### src/rtl/gcd_sched_pkg.sv
// gcd_sched_pkg: shared state encoding and default sizing for the GCD scheduler
package gcd_sched_pkg;
    localparam int DEF_NUM_REQ        = 4;
    localparam int DEF_WIDTH          = 16;
    localparam int DEF_TIMEOUT_CYCLES = 1024;
    typedef enum logic [1:0] {IDLE, LOAD, RUN, RESP} state_t;
endpackage

### src/rtl/gcd_scheduler_if.sv
// gcd_scheduler_if: requester, response and shared-GCD pins of the scheduler
interface gcd_scheduler_if import gcd_sched_pkg::*; #(
    parameter int NUM_REQ = DEF_NUM_REQ,
    parameter int WIDTH   = DEF_WIDTH
);
    logic [NUM_REQ-1:0]         req_valid;
    logic [NUM_REQ-1:0]         req_ready;
    logic [NUM_REQ*WIDTH-1:0]   req_a;
    logic [NUM_REQ*WIDTH-1:0]   req_b;
    logic                       resp_valid;
    logic                       resp_ready;
    logic [$clog2(NUM_REQ)-1:0] resp_id;
    logic [WIDTH-1:0]           resp_gcd;
    logic                       resp_error;
    logic                       busy;
    logic [WIDTH-1:0]           gcd_value1;
    logic [WIDTH-1:0]           gcd_value2;
    logic                       gcd_loading;
    logic [WIDTH-1:0]           gcd_result;
    logic                       gcd_valid;
    modport master (
        output req_valid, req_a, req_b, resp_ready, gcd_result, gcd_valid,
        input  req_ready, resp_valid, resp_id, resp_gcd, resp_error, busy,
               gcd_value1, gcd_value2, gcd_loading
    );
    modport slave (
        input  req_valid, req_a, req_b, resp_ready, gcd_result, gcd_valid,
        output req_ready, resp_valid, resp_id, resp_gcd, resp_error, busy,
               gcd_value1, gcd_value2, gcd_loading
    );
endinterface

### src/rtl/rr_arbiter.sv
// rr_arbiter: round-robin pick of the first request at or above ptr, with wrap
module rr_arbiter #(
    parameter int NUM_REQ = 4
) (
    input  logic [NUM_REQ-1:0]         req,
    input  logic [$clog2(NUM_REQ)-1:0] ptr,
    input  logic                       en,
    output logic [NUM_REQ-1:0]         grant,
    output logic [$clog2(NUM_REQ)-1:0] idx
);
    localparam int IW = $clog2(NUM_REQ);
    logic hit;
    // scanning from the farthest offset down lets the nearest request win
    always_comb begin
        hit = 1'b0;
        idx = '0;
        for (int k = NUM_REQ - 1; k >= 0; k--) begin
            if (req[(int'(ptr) + k) % NUM_REQ]) begin
                hit = 1'b1;
                idx = IW'((int'(ptr) + k) % NUM_REQ);
            end
        end
        grant = (en && hit) ? {{(NUM_REQ-1){1'b0}}, 1'b1} << idx : '0;
    end
endmodule

### src/rtl/gcd_scheduler.sv
// gcd_scheduler: shares one GCD unit among requesters, bypassing zero operands.
// GCD_SCHED_TIMEOUT_EN adds a RUN watchdog that aborts with resp_error.
module gcd_scheduler import gcd_sched_pkg::*; #(
    parameter int NUM_REQ        = DEF_NUM_REQ,
    parameter int WIDTH          = DEF_WIDTH,
    parameter int TIMEOUT_CYCLES = DEF_TIMEOUT_CYCLES
) (
    input logic            clock,
    input logic            reset,
    gcd_scheduler_if.slave bus
);
    localparam int IW = $clog2(NUM_REQ);
    state_t           state, state_n;
    logic [IW-1:0]    ptr, id, idx;
    logic [WIDTH-1:0] a, b, res, a_sel, b_sel;
    logic [NUM_REQ-1:0] grant;
    logic             err, take, zero, expire;

    rr_arbiter #(.NUM_REQ(NUM_REQ)) u_arb (
        .req   (bus.req_valid),
        .ptr   (ptr),
        .en    (state == IDLE && !reset),
        .grant (grant),
        .idx   (idx)
    );

    assign take  = |grant;
    assign a_sel = bus.req_a[idx*WIDTH +: WIDTH];
    assign b_sel = bus.req_b[idx*WIDTH +: WIDTH];
    assign zero  = a_sel == '0 || b_sel == '0;

`ifdef GCD_SCHED_TIMEOUT_EN
    localparam int CW = $clog2(TIMEOUT_CYCLES + 1);
    logic [CW-1:0] cnt;
    assign expire = state == RUN && !bus.gcd_valid && cnt == CW'(TIMEOUT_CYCLES - 1);
    always_ff @(posedge clock)
        if (reset) cnt <= '0;
        else cnt <= state == RUN ? cnt + 1'b1 : '0;
`else
    localparam int unused_timeout = TIMEOUT_CYCLES;
    assign expire = 1'b0;
`endif

    always_comb begin
        state_n = state;
        case (state)
            IDLE:    state_n = take ? (zero ? RESP : LOAD) : IDLE;
            LOAD:    state_n = RUN;
            RUN:     state_n = (bus.gcd_valid || expire) ? RESP : RUN;
            RESP:    state_n = bus.resp_ready ? IDLE : RESP;
            default: state_n = IDLE;
        endcase
    end

    always_ff @(posedge clock) begin
        if (reset) begin
            state <= IDLE;
            ptr   <= '0;
            id    <= '0;
            a     <= '0;
            b     <= '0;
            res   <= '0;
            err   <= 1'b0;
        end else begin
            state <= state_n;
            if (state == IDLE && take) begin
                a   <= a_sel;
                b   <= b_sel;
                id  <= idx;
                ptr <= idx == IW'(NUM_REQ - 1) ? '0 : idx + 1'b1;
                if (zero) res <= a_sel | b_sel;
            end
            if (state == RUN && bus.gcd_valid) res <= bus.gcd_result;
            else if (expire) begin
                res <= '0;
                err <= 1'b1;
            end
            if (state == RESP && bus.resp_ready) err <= 1'b0;
        end
    end

    assign bus.req_ready   = grant;
    assign bus.resp_valid  = state == RESP;
    assign bus.resp_id     = id;
    assign bus.resp_gcd    = res;
    assign bus.resp_error  = err;
    assign bus.busy        = state != IDLE;
    assign bus.gcd_loading = state == LOAD;
    assign bus.gcd_value1  = a;
    assign bus.gcd_value2  = b;
endmodule

### src/flat_wrapper.sv
// flat-port wrapper written by rule: the top's interface ports become plain ports
module gcd_scheduler_flat import gcd_sched_pkg::*;
#(
    parameter int NUM_REQ        = DEF_NUM_REQ,
    parameter int WIDTH          = DEF_WIDTH,
    parameter int TIMEOUT_CYCLES = DEF_TIMEOUT_CYCLES
)
  (clock, reset, bus_req_valid, bus_req_a, bus_req_b, bus_resp_ready, bus_gcd_result, bus_gcd_valid, bus_req_ready, bus_resp_valid, bus_resp_id, bus_resp_gcd, bus_resp_error, bus_busy, bus_gcd_value1, bus_gcd_value2, bus_gcd_loading);
  gcd_scheduler_if #(.NUM_REQ(NUM_REQ), .WIDTH(WIDTH)) bus_i ();
  input logic clock;
  input logic reset;
  input wire logic [$bits(bus_i.req_valid)-1:0] bus_req_valid;
  input wire logic [$bits(bus_i.req_a)-1:0] bus_req_a;
  input wire logic [$bits(bus_i.req_b)-1:0] bus_req_b;
  input wire logic [$bits(bus_i.resp_ready)-1:0] bus_resp_ready;
  input wire logic [$bits(bus_i.gcd_result)-1:0] bus_gcd_result;
  input wire logic [$bits(bus_i.gcd_valid)-1:0] bus_gcd_valid;
  output wire logic [$bits(bus_i.req_ready)-1:0] bus_req_ready;
  output wire logic [$bits(bus_i.resp_valid)-1:0] bus_resp_valid;
  output wire logic [$bits(bus_i.resp_id)-1:0] bus_resp_id;
  output wire logic [$bits(bus_i.resp_gcd)-1:0] bus_resp_gcd;
  output wire logic [$bits(bus_i.resp_error)-1:0] bus_resp_error;
  output wire logic [$bits(bus_i.busy)-1:0] bus_busy;
  output wire logic [$bits(bus_i.gcd_value1)-1:0] bus_gcd_value1;
  output wire logic [$bits(bus_i.gcd_value2)-1:0] bus_gcd_value2;
  output wire logic [$bits(bus_i.gcd_loading)-1:0] bus_gcd_loading;
  assign bus_i.req_valid = bus_req_valid;
  assign bus_i.req_a = bus_req_a;
  assign bus_i.req_b = bus_req_b;
  assign bus_i.resp_ready = bus_resp_ready;
  assign bus_i.gcd_result = bus_gcd_result;
  assign bus_i.gcd_valid = bus_gcd_valid;
  assign bus_req_ready = bus_i.req_ready;
  assign bus_resp_valid = bus_i.resp_valid;
  assign bus_resp_id = bus_i.resp_id;
  assign bus_resp_gcd = bus_i.resp_gcd;
  assign bus_resp_error = bus_i.resp_error;
  assign bus_busy = bus_i.busy;
  assign bus_gcd_value1 = bus_i.gcd_value1;
  assign bus_gcd_value2 = bus_i.gcd_value2;
  assign bus_gcd_loading = bus_i.gcd_loading;
  gcd_scheduler #(.NUM_REQ(NUM_REQ), .WIDTH(WIDTH), .TIMEOUT_CYCLES(TIMEOUT_CYCLES)) u_core (.clock(clock), .reset(reset), .bus(bus_i));
endmodule
### config.mk
export PLATFORM = sky130hd
export DESIGN_NAME = gcd_scheduler_flat
export DESIGN_NICKNAME = d
export VERILOG_FILES = /design/src/rtl/gcd_sched_pkg.sv /design/src/rtl/gcd_scheduler_if.sv /design/src/rtl/rr_arbiter.sv /design/src/rtl/gcd_scheduler.sv /design/src/flat_wrapper.sv
export SDC_FILE = /design/constraint.sdc
export NUM_CORES = 1
export LEC_CHECK = 0
export CORE_MARGIN = 5
export CORE_UTILIZATION = 42
export CTS_BUF_LIST = sky130_fd_sc_hd__clkbuf_2 sky130_fd_sc_hd__clkbuf_4 sky130_fd_sc_hd__clkbuf_8
export DETAILED_ROUTE_END_ITERATION = 6
export GPL_TIMING_DRIVEN = 0
export PLACE_DENSITY_LB_ADDON = 0.1
export SYNTH_ARGS = -nofsm -noshare
export SYNTH_HDL_FRONTEND = slang
export SYNTH_HIERARCHICAL = 1
export SYNTH_SLANG_ARGS = --single-unit
### constraint.sdc
create_clock -name clock -period 8.8 [get_ports clock]
set_input_delay 1.32 -clock clock [delete_from_list [all_inputs] [get_ports clock]]
set_output_delay 1.32 -clock clock [all_outputs]
set_load 0.01 [all_outputs]
==> results.ini <==
[status]
status = finished, final reports clean

[pwr]
combPwrFrac = 0.615
switching_power_mw = 0.6473
p_clk_frac = 0.130
power_frac_seq = 0.255
peakVddDrop_uv = 123.8
p_sw_frac = 0.4154
p_int_mw = 0.9109
power_density_nw_per_um2 = 267.9
power_leakage_nw = 2.076

[die]
ios = 210
chipHeight_um = 100.8
rows = 33
die_w_um = 100.8
dieArea_um2 = 10160
start_util = 0.4255
core_area_um2 = 8134

[placed_design]
port_buffers = 208
dp_cells = 717
hpwl_um = 11350
gp_congestion = 0.8593
post_dp_cell_area_um2 = 5674

[worst_hold_path]
hp-start = u_core/bus.gcd_value1[11]$_SDFFE_PP0P_
hold_class = reg2reg
hold_end = u_core/bus.gcd_value1[11]$_SDFFE_PP0P_
holdPathStages = 2

[yosys]
yosys_warnings = 6
syn_area_um2 = 3461
async_flop_share = 0
synth_nets = 557
synth_seq_area_share = 0.3124
synth.distinct_cells = 38
synth_cells = 404
avgSynthCellArea_um2 = 8.566
ys.flop_type = dfxtp_1
ys_ff_latch = 54
synth-edff-count = 0

[critical_path]
crit_fanout = 10
endpoint_kind = flip-flop
crit_path_start_kind = input port
worst-r2r-cell-count = 12
r2r_setup_slack_ps = 5040
worstSetupPathType = in2reg
worstPathArrival_ps = 5860
r2r_start = u_core/state[1]$_SDFF_PP0_
required_ps = 9030
reg2reg_to = u_core/bus.gcd_value1[8]$_SDFFE_PP0P_

[clock_tree]
cts_hold_buf = 0
insertion_delay_ps = 310
clock-sinks = 54
cts_tree = yes
clk_pin_slew_ps = 90
post_cts_buffers = 0
cts_buffers = 5
cts_root_buf = clkbuf_8
post_cts_resized = 0
h-tree-depth = 2
clk_path_buf_depth = 2

[drt]
drcViolationCount = 0
firstDrtPassIters = 4
ant_nets = 0
wl_per_cell_um = 19.12
wl_um = 13870
via_per_inst = 5.458
first_iter_violations = 198
num_vias = 3957

[final_layout]
multi_input_area_um2 = 2180
finalNonFillerCells = 725
finalInstanceArea_um2 = 5817
drive_gt1_frac = 0.08710
final_nets = 772
area_growth_pct = 68.08
seq_area_um2 = 1081
fillers = 642
n_antenna_cell = 0

[timing]
hold_violations = 0
whs_ps = 464.3
drv_slew = 0
fin_crit_ps = 5636
fin_tns_setup_ps = 0
grt_setup_unrepaired = no
finalSetupViolations = 0
fin_crit_sh = 0.6404
finClkSkew_ps = 11.30
timing.slew.headroom = 0.4037
fmax_mhz = 177.4
tightest_slew_ps = 887.1

[run]
cap_viol_max_count = 0

[global_routing]
grt_max_degree = 17
antenna_found_initial = 0
grt-ovfl-total = 0
grt_pass1_wl_um = 21000
grt_pass1_vias = 4171
track_usage = 0.2688

worst max-delay path: stages:
cell and delay [ps]:
clkdlybuf4s50_1 510, clkbuf_1 390, clkbuf_1 420, buf_1 480, nor2_1 140, o41ai_2 110, inv_1 100, and3_1 220
nor4_2 790, or2_1 220, clkbuf_1 400, clkbuf_1 430, nand2_1 140, a21oi_1 190
worst max-delay path by stage:
stage	start	endpoint	slack [ps]
after detailed placement	reset	u_core/bus.gcd_value1[12]$_SDFFE_PP0P_	2980
after global routing	reset	u_core/bus.gcd_value1[14]$_SDFFE_PP0P_	2850
after global placement	reset	u_core/bus.gcd_value1[14]$_SDFFE_PP0P_	3050
after CTS	reset	u_core/bus.gcd_value1[8]$_SDFFE_PP0P_	3250
after floorplan	reset	u_core/bus.resp_gcd[10]$_SDFFE_PP0P_	4550
final	reset	u_core/bus.gcd_value1[8]$_SDFFE_PP0P_	3160
synthesized netlist by cell type (2+ instances only):
cell,n,share of area
mux4_2,32,0.21
buf_4,2,0.0043
nand2_1,89,0.097
nor2_1,37,0.040
o211ai_1,16,0.035
nor4_1,8,0.014
buf_1,2,0.0022
buf_6,3,0.0098
nor3_1,18,0.026
nand4_1,2,0.0036
mux2i_1,17,0.049
a21oi_1,70,0.10
dfxtp_1,54,0.31
clkbuf_1,26,0.028
or2_1,2,0.0036
and2_1,2,0.0036
and3_1,2,0.0036
inv_1,2,0.0022
flip-flops by register name, indices dropped and copies added, names as in the netlist:
| register | flops |
|---|---|
| u_core/state | 2 |
| u_core/bus.resp_gcd | 16 |
| u_core/bus.resp_id | 2 |
| u_core/ptr | 2 |
| u_core/bus.gcd_value1 | 16 |
| u_core/bus.gcd_value2 | 16 |
cell families (layout without fill, tap and decap cells):
logic type,Yosys count,count (layout),share of synthesized area
AO/OA/AOI/OAI,92,92,0.1526
buffers and inverters,38,254,0.05784
flip-flops,54,54,0.3124
AND/OR/NAND/NOR,169,169,0.2151
multiplexers,49,49,0.2574
other,1,1,0.001084
adder cells (fa/ha/maj),1,1,0.003615
cell type report:
| type | count | share of cell area |
|---|---|---|
| clock buffer | 6 | 0.01420 |
| buffer | 35 | 0.03248 |
| tap | 105 | 0.02259 |
| multi-input combinational | 312 | 0.3747 |
| timing repair buffer | 208 | 0.3579 |
| sequential | 54 | 0.1858 |
| clock inverter | 2 | 0.01032 |
| inverter | 3 | 0.001936 |
stage by stage:
stage	power (mW)	util	setup slack (ps)
2_1_floorplan	0.9261	-	4547
3_3_place_gp	1.331	0.6976	3055
3_5_place_dp	1.351	0.6976	2980
4_1_cts	1.558	0.7151	3252
5_1_grt	1.655	0.7151	2847
6_report	1.558	0.7151	3164
power by group through the flow:
stage               clock (mW)  sequential [mW]  combinational [mW]
finish                   0.203            0.397               0.959
global route             0.214            0.411                1.03
CTS                      0.207            0.397               0.954
detailed placement           0            0.403               0.949
global placement             0            0.397               0.934
floorplan                    0            0.434               0.492
routing by layer:
metal | global-route usage | wire [um] | up-vias
met4 | 0.1098 | 491 | 0
met2 | 0.4749 | 6954 | 201
li1 | - | - | 1889
met5 | 0 | 0 | -
met1 | 0.2983 | 5031 | 1830
met3 | 0.08235 | 1387 | 37
layout by cell type (no fill, tap or decap), drive strengths merged:
cell type and n:
clkdlybuf4s50 208, nand2 89, a21oi 71, dfxtp 54, nor2 37, mux4 32, clkbuf 32, nor3 20
mux2i 17, o211ai 16, nor4 9, buf 9, inv 3, bufinv 2, and2 2, or2 2
nand4 2, and3 2, o22ai 2, nor2b 1, and3b 1, nand3b 1, or3 1, nand2b 1
a31oi 1, ha 1, conb 1, nor3b 1, o21a 1, o41ai 1
No activity file was read; power rests on OpenSTA's default activity.
==> RTL edit 1: new RTL, config.mk and constraints unchanged <==
Set the package constant `DEF_NUM_REQ` to 8 (it was 4).
--- a/src/rtl/gcd_sched_pkg.sv
+++ b/src/rtl/gcd_sched_pkg.sv
@@ -2,3 +2,3 @@
 package gcd_sched_pkg;
-    localparam int DEF_NUM_REQ        = 4;
+    localparam int DEF_NUM_REQ        = 8;
     localparam int DEF_WIDTH          = 16;
Ports: changed (5 resized); port bits go from 210 to 347. The function was not compared with the original's and may differ.
==> RTL edit 1 against the unedited design <==
Area after synthesis is 64% higher. Critical path depth up 5. Sequential cell count rose by 2. Critical path type is now flop to flop. Setup slack worse by 1200 ps. Routed wire length grew 110%. Maximum frequency is 18% lower. Count of clock-buffer cells in the layout unchanged. Hold slack improved by 0.74 ps. Synthesized cell count rose by 37%. Register-to-register slack got worse by 3100 ps. Cell area rose by 62%. Sequential share of layout area shrank 6.7 points. Power increased by 60%.
==> RTL edit 1: results (changes against the unedited design) <==
{
  "outcome": {
    "outcome": "completed"
  },
  "power": {
    "vdd_drop_max": {"value": 0.142, "unit": "mV", "change": "+15%"},
    "p_leak": {"value": 3.24, "unit": "nW", "change": "+56%"}
  },
  "drt": {
    "detail_route.wirelength": {"value": 29500, "unit": "um", "change": "+110%"},
    "vias": {"value": 6850, "change": "+73%"},
    "drt_first_iter_violations": {"value": 749, "change": "+280%"},
    "detail_route.first_pass.iterations": {"value": 7, "change": "+3"},
    "routedWlPerCell": {"value": 27.1, "unit": "um", "change": "+42%"}
  },
  "timing": {
    "clock_skew": {"value": 13.5, "unit": "ps", "change": "+2.16 ps"},
    "hold_slack": {"value": 465, "unit": "ps", "change": "+0.740 ps"},
    "worstMarginPinSlew": {"value": 985, "unit": "ps", "change": "+98.2 ps"}
  },
  "grt": {
    "grt_pass1_vias": {"value": 6811, "change": "+63%"},
    "largest_net_degree_at_the_start_of_global_routing": {"value": 19, "change": "+2"},
    "global_route_wire_length_before_repair": {"value": 42600, "unit": "um", "change": "+100%"},
    "grt_use_total": {"value": 35.1, "unit": "%", "change": "+8.2 points"}
  },
  "yosys": {
    "synth.avg_cell_area": {"value": 10.2, "unit": "um2", "change": "+19%"},
    "synth_adder_area_share": {"value": 0.884, "unit": "%", "change": "+0.52 points"},
    "synth.net_count": {"value": 843, "change": "+51%"},
    "muxShareOfSynthArea": {"value": 42.9, "unit": "%", "change": "+17 points"},
    "synth_compound_gate_area_share": {"value": 13.1, "unit": "%", "change": "-2.1 points"},
    "sequential_fraction_of_the_synthesis_area": {"value": 19.8, "unit": "%", "change": "-11 points"},
    "yosys-top-cells-area": "sky130_fd_sc_hd__mux4_2 26%, sky130_fd_sc_hd__dfxtp_1 20%, sky130_fd_sc_hd__mux2i_1 8.8%, sky130_fd_sc_hd__nor2_1 4.8%, sky130_fd_sc_hd__mux4_1 4.6%",
    "xor_and_xnor_fraction_of_the_mapped_netlist_area": {"value": 0.752, "unit": "%", "change": "+0.75 points"}
  },
  "critical_path": {
    "timing.critical_path.arrival": {"value": 7090, "unit": "ps", "change": "+1230 ps"},
    "worst_r2r_startpoint": "u_core/ptr[0]",
    "r2r.worst_path.cells": {"value": 19, "change": "+7"},
    "worstReg2RegEnd": "u_core/bus.resp_gcd[14]"
  },
  "cells_and_area": {
    "finish.net_count": {"value": 1194, "change": "+55%"},
    "n_fill_cell": {"value": 968, "change": "+51%"},
    "layout.cell_area.non_filler": {"value": 9440, "unit": "um2", "change": "+62%"}
  },
  "clocking": {
    "clkTransAtPathRegs": {"value": 110, "unit": "ps", "change": "+20 ps"}
  },
  "place": {
    "place.detailed.instances": {"value": 1075, "change": "+50%"},
    "placed_area": {"value": 9320, "unit": "um2", "change": "+64%"},
    "dp_hpwl": {"value": 25800, "unit": "um", "change": "+130%"},
    "port_buffers": {"value": 344, "change": "+65%"},
    "place_worst_setup_slack": {"value": 2020, "unit": "ps", "change": "-965 ps"}
  },
  "min_path": {
    "holdCritStartpoint": "u_core/bus.resp_id[0]"
  }
}
## RTL edit 1: cell count changes in the layout (fill, tap and decap cells not counted), moves of 11 or more
| cell | delta |
|---|---|
| sky130_fd_sc_hd__a211oi_1 | +29 |
| sky130_fd_sc_hd__a21oi_1 | -53 |
| sky130_fd_sc_hd__a311o_1 | +13 |
| sky130_fd_sc_hd__buf_2 | +11 |
| sky130_fd_sc_hd__clkdlybuf4s50_1 | +136 |
| sky130_fd_sc_hd__mux2i_1 | +33 |
| sky130_fd_sc_hd__mux4_2 | +34 |
| sky130_fd_sc_hd__nand2_1 | -63 |
| sky130_fd_sc_hd__nand2b_1 | +17 |
| sky130_fd_sc_hd__nor2_1 | +36 |
| sky130_fd_sc_hd__o211ai_1 | -13 |
## RTL edit 1: power breakdown
part / switching [W] / internal (W) / leakage (nW)
clock: 0.0000902 / 0.0000660 / 0.0494
sequential: 0.0000405 / 0.000324 / 0.459
combinational: 0.00106 / 0.000912 / 2.73
total: 0.00119 / 0.00130 / 3.24
## RTL edit 1: critical path: cells and delay by family, from the launching register on
family	cells	cell delay (ps)
buffers and inverters	6	2240
muxes	4	1700
and+or+nand+nor	4	1020
AOI/OAI and AO/OA	4	1000
DFF	1	430
adders and majority gates	1	380
## RTL edit 1: final cells by class
| type | instances | share of cell area [%] |
|---|---|---|
| Clock buffer | 6 | 0.875 |
| Tap cell | 176 | 2.33 |
| Multi-Input combinational cell | 440 | 44.7 |
| Clock inverter | 2 | 0.199 |
| Buffer | 53 | 3.10 |
| Sequential cell | 56 | 11.9 |
| Timing Repair Buffer | 344 | 36.5 |
| Inverter | 6 | 0.239 |
| Antenna cell | 7 | 0.186 |
## RTL edit 1: how the worst max path moves through the flow
stage | from | endpoint | slack, ps | depth (start not counted)
after global placement | bus_req_valid[3] | u_core/bus.resp_gcd[14] | 2050 | 15
final | u_core/ptr[0] | u_core/bus.resp_gcd[14] | 1920 | 19
after floorplan | bus_req_valid[0] | u_core/bus.resp_gcd[14] | 3550 | 16
after global routing | u_core/ptr[0] | u_core/bus.resp_gcd[14] | 1740 | 19
after CTS | u_core/ptr[0] | u_core/bus.resp_gcd[14] | 2150 | 19
after detailed placement | bus_req_valid[3] | u_core/bus.resp_gcd[14] | 2020 | 15
## RTL edit 1: layer usage
layer | vias up | GRT usage [%] | part of all wire, %
li1 | 2932 | - | -
met1 | 3334 | 45.6 | 38
met2 | 505 | 59.0 | 49
met3 | 79 | 6.14 | 9.5
met4 | 0 | 12.2 | 3.8
met5 | - | 0 | 0
==> RTL edit 2: new RTL, same settings <==
Without the edit above. Re-encode `state_t` (4 states) as one-hot, 4 bits wide.
--- a/src/rtl/gcd_sched_pkg.sv
+++ b/src/rtl/gcd_sched_pkg.sv
@@ -5,3 +5,3 @@
     localparam int DEF_TIMEOUT_CYCLES = 1024;
-    typedef enum logic [1:0] {IDLE, LOAD, RUN, RESP} state_t;
+    typedef enum logic [3:0] {IDLE = 4'b0001, LOAD = 4'b0010, RUN = 4'b0100, RESP = 4'b1000} state_t;
 endpackage
Formal check against the unedited RTL: same outputs for any inputs over 4 cycles, from zero or initial values and one cycle with reset high; so few cycles prove little.
==> RTL edit 2 against the unedited design <==
Setup slack worse by 200 ps. Clock skew is 1.3 ps lower. Non-clock buffer count is 4 higher. Routed wire length is 7.1% higher. Final cell count is 1.4% lower. Sequential cell count is 2 higher. Critical path depth is 1 higher. Area after synthesis is 6.5% higher. Count of clock-buffer cells in the layout stayed put. Hold slack worse by 5.2 ps. Critical path type unchanged. Utilization is 2.2 points lower. Cell area is 2.9% higher. Power is 18% lower.
==> RTL edit 2: results (changes against the unedited design) <==
{
  "place": {
    "port_buffers": {"value": 207, "change": "-0.48%"},
    "routabilityCongestion": {"value": 0.872, "change": "+1.5%"},
    "placed_area": {"value": 5890, "unit": "um2", "change": "+3.9%"}
  },
  "min_path": {
    "holdCritStartpoint": "u_core/bus.gcd_value1[10]",
    "worstHoldEndpoint": "u_core/bus.gcd_value1[10]"
  },
  "critical_path": {
    "worst_r2r_startpoint": "u_core/state[3]",
    "worst-r2r-setup-slack": {"value": 4480, "unit": "ps", "change": "-560 ps"},
    "r2r.worst_path.cells": {"value": 14, "change": "+2"},
    "worstReg2RegEnd": "u_core/bus.gcd_value2[15]",
    "timing.critical_path.slowest_stage_cell": "sky130_fd_sc_hd__nor4_1",
    "slowest_delay": {"value": 920, "unit": "ps", "change": "+130 ps"}
  },
  "grt": {
    "grt_pass1_vias": {"value": 4312, "change": "+3.4%"},
    "global_route_wire_length_before_repair": {"value": 22900, "unit": "um", "change": "+9.1%"},
    "largest_net_degree_at_the_start_of_global_routing": {"value": 18, "change": "+1"}
  },
  "cells_and_area": {
    "layout-drive-gt1-share": {"value": 9.88, "unit": "%", "change": "+1.2 points"},
    "finish.net_count": {"value": 759, "change": "-1.7%"}
  },
  "yosys": {
    "synth.net_count": {"value": 545, "change": "-2.2%"},
    "distinct_cell_type_count_of_the_synthesized_netlist": {"value": 51, "change": "+34%"},
    "sequential_fraction_of_the_synthesis_area": {"value": 30.4, "unit": "%", "change": "-0.83 points"}
  },
  "drt": {
    "drt_first_iter_violations": {"value": 312, "change": "+58%"},
    "routedWlPerCell": {"value": 20.8, "unit": "um", "change": "+8.6%"},
    "detail_route.vias_per_cell": {"value": 5.97, "change": "+9.4%"}
  },
  "power": {
    "power_report.internal_total": {"value": 0.000735, "unit": "W", "change": "-19%"}
  },
  "outcome": {
    "outcome": "completed"
  },
  "clocking": {
    "clkTransAtPathRegs": {"value": 110, "unit": "ps", "change": "+20 ps"}
  }
}
RTL edit 2: cell types whose count changed after synthesis, sizes merged, moves of 5 or more:
| cell | unedited run | this run |
|---|---|---|
| a211oi | 0 | 16 |
| a21o | 0 | 16 |
| a21oi | 71 | 41 |
| buf | 9 | 17 |
| clkbuf | 26 | 21 |
| mux2i | 17 | 1 |
| nand2 | 89 | 72 |
| nand3 | 0 | 32 |
| nand4 | 2 | 18 |
| nor2 | 37 | 6 |
| nor3 | 20 | 6 |
| o211ai | 16 | 0 |
| o311ai | 0 | 16 |
RTL edit 2: kinds of logic after synthesis:
family | Yosys count | synth area share, %
AND/OR/NAND/NOR | 155 | 22.1
AO/OA/AOI/OAI | 98 | 18.2
flip-flops | 56 | 30.4
buffers and inverters | 47 | 7.16
multiplexers | 33 | 21.4
adder cells (fa/ha/maj) | 1 | 0.339
other | 1 | 0.102
XOR/XNOR | 1 | 0.238
RTL edit 2: through the flow:
stage / hold WS [ps] / setup slack, ps / cells / utilization (%)
2_1_floorplan: 481 / 4570 / 392 / -
3_3_place_gp: 443 / 2810 / 707 / 68.3
3_5_place_dp: 447 / 2740 / 707 / 68.3
4_1_cts: 461 / 3030 / 715 / 69.3
5_1_grt: 478 / 2660 / 715 / 69.3
6_report: 459 / 2970 / 715 / 69.3
RTL edit 2: layout make-up:
cell class / count / area, um2
repair buffers: 207 / 2070
flip-flops and latches: 56 / 1120
plain buffers: 40 / 238
multi-input cells: 289 / 2300
clock inverters: 2 / 16.3
clock buffers: 6 / 76.3
inverters: 7 / 26.3
fillers: 686 / 2650
well taps: 108 / 135
RTL edit 2: worst max-delay path by stage:
| stage | start | end | depth (start not counted) |
|---|---|---|---|
| 6_report | reset | u_core/bus.gcd_value2[15] | 15 |
| 5_1_grt | reset | u_core/bus.gcd_value2[7] | 15 |
| 4_1_cts | reset | u_core/bus.gcd_value2[15] | 15 |
| 3_5_place_dp | reset | u_core/bus.gcd_value2[15] | 15 |
| 3_3_place_gp | reset | u_core/bus.gcd_value1[15] | 15 |
| 2_1_floorplan | reset | u_core/bus.gcd_value1[10] | 14 |
RTL edit 2: metal layers:
layer  vias up  global-route usage (%)  wire length (um)
li1       1946                       -                 -
met1      2044                    32.7              5650
met2       248                    46.1              7520
met3        31                    5.78              1400
met4         0                    5.46               274
met5         -                       0                 0
RTL edit 2: power groups by stage:
stage                     Combinational (W)  Clock, W  Sequential [W]
after floorplan                    0.000395         0        0.000386
after global placement             0.000754         0        0.000362
after detailed placement           0.000764         0        0.000366
after CTS                          0.000766  0.000145        0.000361
after global routing               0.000819  0.000157        0.000370
final                              0.000771  0.000147        0.000362
